[src/rtl/booth_mul_seq_pkg.sv]
// Shared definitions for the sequential Booth multiplier.
//   - operand width and iteration bounds
//   - controller state encoding
//   - Booth pair codes and the helper that turns a pair into an adder operand
package booth_mul_seq_pkg;

    localparam int WIDTH     = 32;
    localparam int CNT_W     = 5;
    localparam int LAST_ITER = 31;

    typedef enum logic {
        S_IDLE = 1'b0,
        S_RUN  = 1'b1
    } state_t;

    // {Q[0], q_1} codes that need the adder to do real work.
    localparam logic [1:0] BOOTH_ADD = 2'b01;
    localparam logic [1:0] BOOTH_SUB = 2'b10;

    typedef struct packed {
        logic [WIDTH-1:0] b;
        logic             carry_in;
    } addend_t;

    // Subtraction is done as A + ~M + 1. The 00/11 case still drives a
    // defined zero so the adder never sees X.
    function automatic addend_t booth_addend(input logic [1:0]       pair,
                                             input logic [WIDTH-1:0] m);
        addend_t r;
        r.b        = '0;
        r.carry_in = 1'b0;
        case (pair)
            BOOTH_ADD: r.b = m;
            BOOTH_SUB: begin
                r.b        = ~m;
                r.carry_in = 1'b1;
            end
            default: ;
        endcase
        return r;
    endfunction

endpackage

[src/rtl/booth_mul_seq_add32.sv]
// add32: 32-bit carry-lookahead adder.
// Eight 4-bit lookahead groups; group carries ripple between groups.
// Ports:
//   a, b      in  32  addends
//   carry_in  in  1   carry into bit 0
//   sum       out 32  a + b + carry_in, low 32 bits
//   carry_out out 1   carry out of bit 31
module add32 (
    input  logic [31:0] a,
    input  logic [31:0] b,
    input  logic        carry_in,
    output logic [31:0] sum,
    output logic        carry_out
);

    logic [31:0] g;
    logic [31:0] p;
    logic [8:0]  gc;

    assign g     = a & b;
    assign p     = a ^ b;
    assign gc[0] = carry_in;

    for (genvar k = 0; k < 8; k++) begin : g_group
        localparam int B = 4 * k;
        logic ci;
        logic c1, c2, c3;
        logic grp_g, grp_p;

        assign ci = gc[k];
        assign c1 = g[B] | (p[B] & ci);
        assign c2 = g[B+1] | (p[B+1] & g[B]) | (p[B+1] & p[B] & ci);
        assign c3 = g[B+2] | (p[B+2] & g[B+1]) | (p[B+2] & p[B+1] & g[B])
                  | (p[B+2] & p[B+1] & p[B] & ci);

        assign grp_g = g[B+3] | (p[B+3] & g[B+2]) | (p[B+3] & p[B+2] & g[B+1])
                     | (p[B+3] & p[B+2] & p[B+1] & g[B]);
        assign grp_p = p[B+3] & p[B+2] & p[B+1] & p[B];

        assign gc[k+1] = grp_g | (grp_p & ci);

        assign sum[B+3:B] = p[B+3:B] ^ {c3, c2, c1, ci};
    end

    assign carry_out = gc[8];

endmodule

[src/rtl/booth_mul_seq.sv]
// booth_mul_seq: sequential radix-2 Booth multiplier, signed 32 x 32 -> 64.
// One add/subtract-and-shift iteration per clock on a single shared add32;
// 32 iterations per product.
// Ports:
//   clock         in   1   system clock, rising edge
//   reset         in   1   synchronous, active-high
//   start         in   1   request, honoured only when idle
//   multiplicand  in   32  signed M, captured on accepted start
//   multiplier    in   32  signed Q, captured on accepted start
//   busy          out  1   high for the 32 iteration cycles
//   done          out  1   one-cycle pulse when hi/lo update
//   hi            out  32  product[63:32], held until next completion
//   lo            out  32  product[31:0],  held until next completion
module booth_mul_seq
    import booth_mul_seq_pkg::*;
#(
    parameter int WIDTH = booth_mul_seq_pkg::WIDTH,
    parameter int CNT_W = booth_mul_seq_pkg::CNT_W
) (
    input  logic             clock,
    input  logic             reset,
    input  logic             start,
    input  logic [WIDTH-1:0] multiplicand,
    input  logic [WIDTH-1:0] multiplier,
    output logic             busy,
    output logic             done,
    output logic [WIDTH-1:0] hi,
    output logic [WIDTH-1:0] lo
);

    state_t           state;
    state_t           state_next;

    logic [WIDTH-1:0] a_reg;
    logic [WIDTH-1:0] q_reg;
    logic             q_1;
    logic [WIDTH-1:0] m_reg;
    logic [CNT_W-1:0] count;

    addend_t          addend;
    logic [WIDTH-1:0] add_sum;
    logic             add_cout;
    logic             s32;
    logic [WIDTH-1:0] shift_a;
    logic [WIDTH-1:0] shift_q;
    logic             last_iter;

    assign addend = booth_addend({q_reg[0], q_1}, m_reg);

    add32 u_add32 (
        .a         (a_reg),
        .b         (addend.b),
        .carry_in  (addend.carry_in),
        .sum       (add_sum),
        .carry_out (add_cout)
    );

    // Bit 32 of the sign-extended sum. Using the operand signs rather than
    // carry_out alone keeps the result exact when M = 0x80000000.
    assign s32 = a_reg[WIDTH-1] ^ addend.b[WIDTH-1] ^ add_cout;

    // Arithmetic right shift of {s32, sum, Q, q_1}.
    assign shift_a = {s32, add_sum[WIDTH-1:1]};
    assign shift_q = {add_sum[0], q_reg[WIDTH-1:1]};

    assign last_iter = (count == CNT_W'(LAST_ITER));

    // NOTE: every variable assigned here gets a default first, so no path
    // leaves it unassigned and no latch is inferred.
    always_comb begin
        state_next = state;
        case (state)
            S_IDLE: if (start)     state_next = S_RUN;
            S_RUN:  if (last_iter) state_next = S_IDLE;
            default:               state_next = S_IDLE;
        endcase
    end

    // NOTE: sequential state uses non-blocking assignments so every register
    // samples values from before the edge, independent of statement order.
    always_ff @(posedge clock) begin
        if (reset) begin
            state <= S_IDLE;
            busy  <= 1'b0;
            done  <= 1'b0;
            hi    <= '0;
            lo    <= '0;
            a_reg <= '0;
            q_reg <= '0;
            q_1   <= 1'b0;
            m_reg <= '0;
            count <= '0;
        end else begin
            state <= state_next;
            done  <= 1'b0;
            case (state)
                S_IDLE: begin
                    if (start) begin
                        m_reg <= multiplicand;
                        q_reg <= multiplier;
                        a_reg <= '0;
                        q_1   <= 1'b0;
                        count <= '0;
                        busy  <= 1'b1;
                    end
                end
                S_RUN: begin
                    a_reg <= shift_a;
                    q_reg <= shift_q;
                    q_1   <= q_reg[0];
                    count <= count + 1'b1;
                    if (last_iter) begin
                        hi   <= shift_a;
                        lo   <= shift_q;
                        done <= 1'b1;
                        busy <= 1'b0;
                    end
                end
                default: ;
            endcase
        end
    end

endmodule

[config.mk]
export PLATFORM = sky130hd
export DESIGN_NAME = booth_mul_seq
export DESIGN_NICKNAME = d
export VERILOG_FILES = /design/src/rtl/booth_mul_seq_pkg.sv /design/src/rtl/booth_mul_seq_add32.sv /design/src/rtl/booth_mul_seq.sv
export SDC_FILE = /design/constraint.sdc
export NUM_CORES = 1
export LEC_CHECK = 0
export ABC_CLOCK_PERIOD_IN_PS = 7600
export CAP_MARGIN = 10
export CORE_UTILIZATION = 43
export CTS_BUF_LIST = sky130_fd_sc_hd__clkbuf_4 sky130_fd_sc_hd__clkbuf_8 sky130_fd_sc_hd__clkbuf_16
export DETAILED_ROUTE_END_ITERATION = 8
export PLACE_DENSITY = 0.67
export SETUP_SLACK_MARGIN = 0.1
export SYNTH_ARGS = -nofsm -noshare
export SYNTH_HDL_FRONTEND = slang
export SYNTH_SLANG_ARGS = --single-unit
[constraint.sdc]
create_clock -name clock -period 7.6 [get_ports clock]
set_input_delay 0.76 -clock clock [delete_from_list [all_inputs] [get_ports clock]]
set_output_delay 0.76 -clock clock [all_outputs]
set_load 0.01 [all_outputs]
==> metrics.csv <==
metric,value,unit
synth_most_common_cell,dfxtp_1,
dieWidth,138,microns
critPathArrivalTime,4.34,ns
layout-drive-gt1-share,0.0533,
power_density,202,nW/um^2
synth_seq_cells,169,
end_kind,flop,
core_area,18000,sq um
ios,133,
fin_tns_setup,0,ns
row_count,49,
synth_area,7930,sq um
rsz0062_at_grt,false,
synth_cell_types,41,
clock_sinks,169,
routedWlPerCell,14.9,microns
cts_max_level,4,
vdd_ir_drop_max,0.153,mV
reg2reg_depth,14,
status,"complete, no violations",
path_buf_inv,0,
switching_share,0.268,
worst_slack,3.63,ns
yosysSeqAreaShare,0.427,
hold_depth,2,
portBuffers,132,
diodes,0,
reg2reg_from,q_1,
min_from,hi[29],
pre_cts_ws,3.68,ns
finalNetCount,1146,
cts_buffers,17,
grt_usage,0.210,
clk_pin_slew,0.07,ns
p_int,1.47,mW
power_frac_seq,0.469,
cp_cell_sequence,nor2_1 -> nand2_1 -> o21ai_0 -> ha_1 -> a21o_1 -> a31oi_1 -> o211ai_1 -> o21ai_2 -> nand2_1 -> a21o_1 -> a21oi_1 -> fa_1 -> o22a_1 -> nor2_1,
postSynthCellCount,948,
p_comb_frac,0.103,
overflow,0,
r2r-end,a_reg[23],
async_reset_ff_frac,0,
synth.area.top_cells,"dfxtp_1, nand2_1, a21oi_1, a22o_1, nor2_1",
grt_max_degree,112,
slowest_delay,1.06,ns
dieArea,19000,sq um
relSlewSlack,0.242,
drc,0,
grt_pass1_vias,6192,
startpoint_type,flop,
fmax,0.252,GHz
finalCriticalPeriod,3.97,ns
drt_first_iter_violations,428,
slew_viol_final,0,
post-route-period-util,0.523,
clk_latency,0.43,ns
wl,19100,microns
power.total,2.01,mW
skew,0.0105,ns
yosysWarnings,0,
clkPwrFrac,0.428,
hpwlAfterDp,12600,microns
synth.net_count,1057,
hp-class,flop to flop,
final-hold-violation-count,0,
antenna_left,0,
critPathKind,flop to flop,
synth_common_cells,"dfxtp_1, nand2_1, nor2_1, a21oi_1, a22o_1",
post_synth.cell_area_avg,8.36,sq um
cts-hold-fix-buffers,0,
synthFlopType,dfxtp_1,
synth_top_cell_area_share,0.427,
synthToLayoutAreaGrowth,25.0,%
cpLargestDelayFamily,compound AO/OA/AOI/OAI gates,
slowest_stage,dfxtp_2,
fin_util,0.550,
post_cts.repair.setup_buffers,0,
root_buffer,clkbuf_16,
synth_edf_count,0,
required,7.96,ns
num_vias,6747,
die_h,138,microns
grt_pass1_wl,30600,microns
maxCapViolCount,0,
switchingPower,538,uW
routabilityCongestion,0.872,
yosys.area.top_type,dfxtp_1,
cts_resized,0,
routed_via_density,5.28,
initial_core_util,0.440,
ff2ff_setup_slack,3.63,ns
drt_first_pass_iters,5,
p_leak,3.98,nW
cts_max_path_buffers,2,
whs_endpoint,hi[29],
grt_antenna_before_repair,0,
setup_viol,0,
worstPathMaxFanout,66,
worstMarginPinSlew,1.13,ns
tritoncts,done,
cells in the final DEF, fill, tap and decap left out, types with 3 or more instances in the layout:
| cell | instances |
|---|---|
| inv_1 | 19 |
| inv_6 | 6 |
| xor2_1 | 10 |
| a31o_2 | 4 |
| a32o_1 | 7 |
| ha_1 | 34 |
| a22o_1 | 55 |
| o21ai_2 | 3 |
| nor2b_1 | 5 |
| nand3_1 | 8 |
| clkbuf_16 | 17 |
| dfxtp_1 | 166 |
| nor3_1 | 10 |
| o22a_1 | 6 |
| a21o_1 | 13 |
| nand2_1 | 154 |
| inv_8 | 3 |
| nand4_1 | 4 |
| clkinv_4 | 3 |
| xnor2_1 | 14 |
| nor2_1 | 128 |
| a211oi_1 | 3 |
| a31oi_1 | 3 |
| a21oi_1 | 102 |
| o21ai_0 | 44 |
| and3_1 | 4 |
| mux2i_1 | 32 |
| buf_4 | 5 |
| o21a_1 | 8 |
| clkdlybuf4s50_1 | 130 |
| fa_1 | 8 |
| nor3b_1 | 13 |
per-layer routing:
layer,global-route usage,part of all wire,wire length [microns]
met5,0,0,0
met4,0.0719,0.017,318
met3,0.0464,0.045,854
met2,0.351,0.48,9080
met1,0.264,0.46,8850
worst reg2reg max path: cells and delay by family, from the launching register on:
family | cells | cell delay, ns
adder cells (fa/ha/maj) | 2 | 0.85
AND/OR/NAND/NOR | 4 | 0.44
AO/OA/AOI/OAI | 8 | 1.56
flip-flops | 1 | 1.06
how the worst max path moves through the flow:
stage                endpoint  cells past startpoint  start  slack, ns
floorplan           a_reg[24]                     17    q_1       4.28
finish              a_reg[23]                     14    q_1       3.63
global route        a_reg[24]                     15    q_1       3.16
global placement    a_reg[24]                     15    q_1       3.77
CTS                 a_reg[24]                     15    q_1       3.65
detailed placement  a_reg[24]                     15    q_1       3.68
power by group through the flow:
stage                     logic [mW]  registers, mW  clock network (mW)
after floorplan                0.144          0.947                   0
after global placement         0.205          0.960                   0
after detailed placement       0.207          0.960                   0
after CTS                      0.208          0.940               0.879
after global routing           0.233          0.944               0.917
final                          0.207          0.940               0.858
final cells by class:
class / count / area (sq um)
repair buffers: 136 / 1340
clock buffers: 17 / 425
fillers: 1683 / 8110
inverters: 20 / 75.1
multi-input cells: 693 / 4240
flip-flops and latches: 169 / 3390
well taps: 229 / 287
clock inverters: 15 / 155
kinds of logic (layout without fill, tap and decap cells):
kind of cell,after synthesis,in the layout,synth area share
and+or+nand+nor,338,338,0.178
AOI/OAI and AO/OA,256,256,0.212
adders and majority gates,42,42,0.0739
xor gates and xnor gates,24,24,0.0265
DFF,169,169,0.427
muxes,33,33,0.0418
buffers and inverters,86,188,0.0407
per-stage QoR:
stage	cell area [sq um]	hold slack, ns	cells
final	9910	0.453	1279
after global routing	9910	0.474	1279
after CTS	9910	0.458	1279
after detailed placement	9330	0.442	1247
after global placement	9330	0.433	1247
after floorplan	7930	0.432	948
Note: power is estimated with default switching activity, not from simulation.
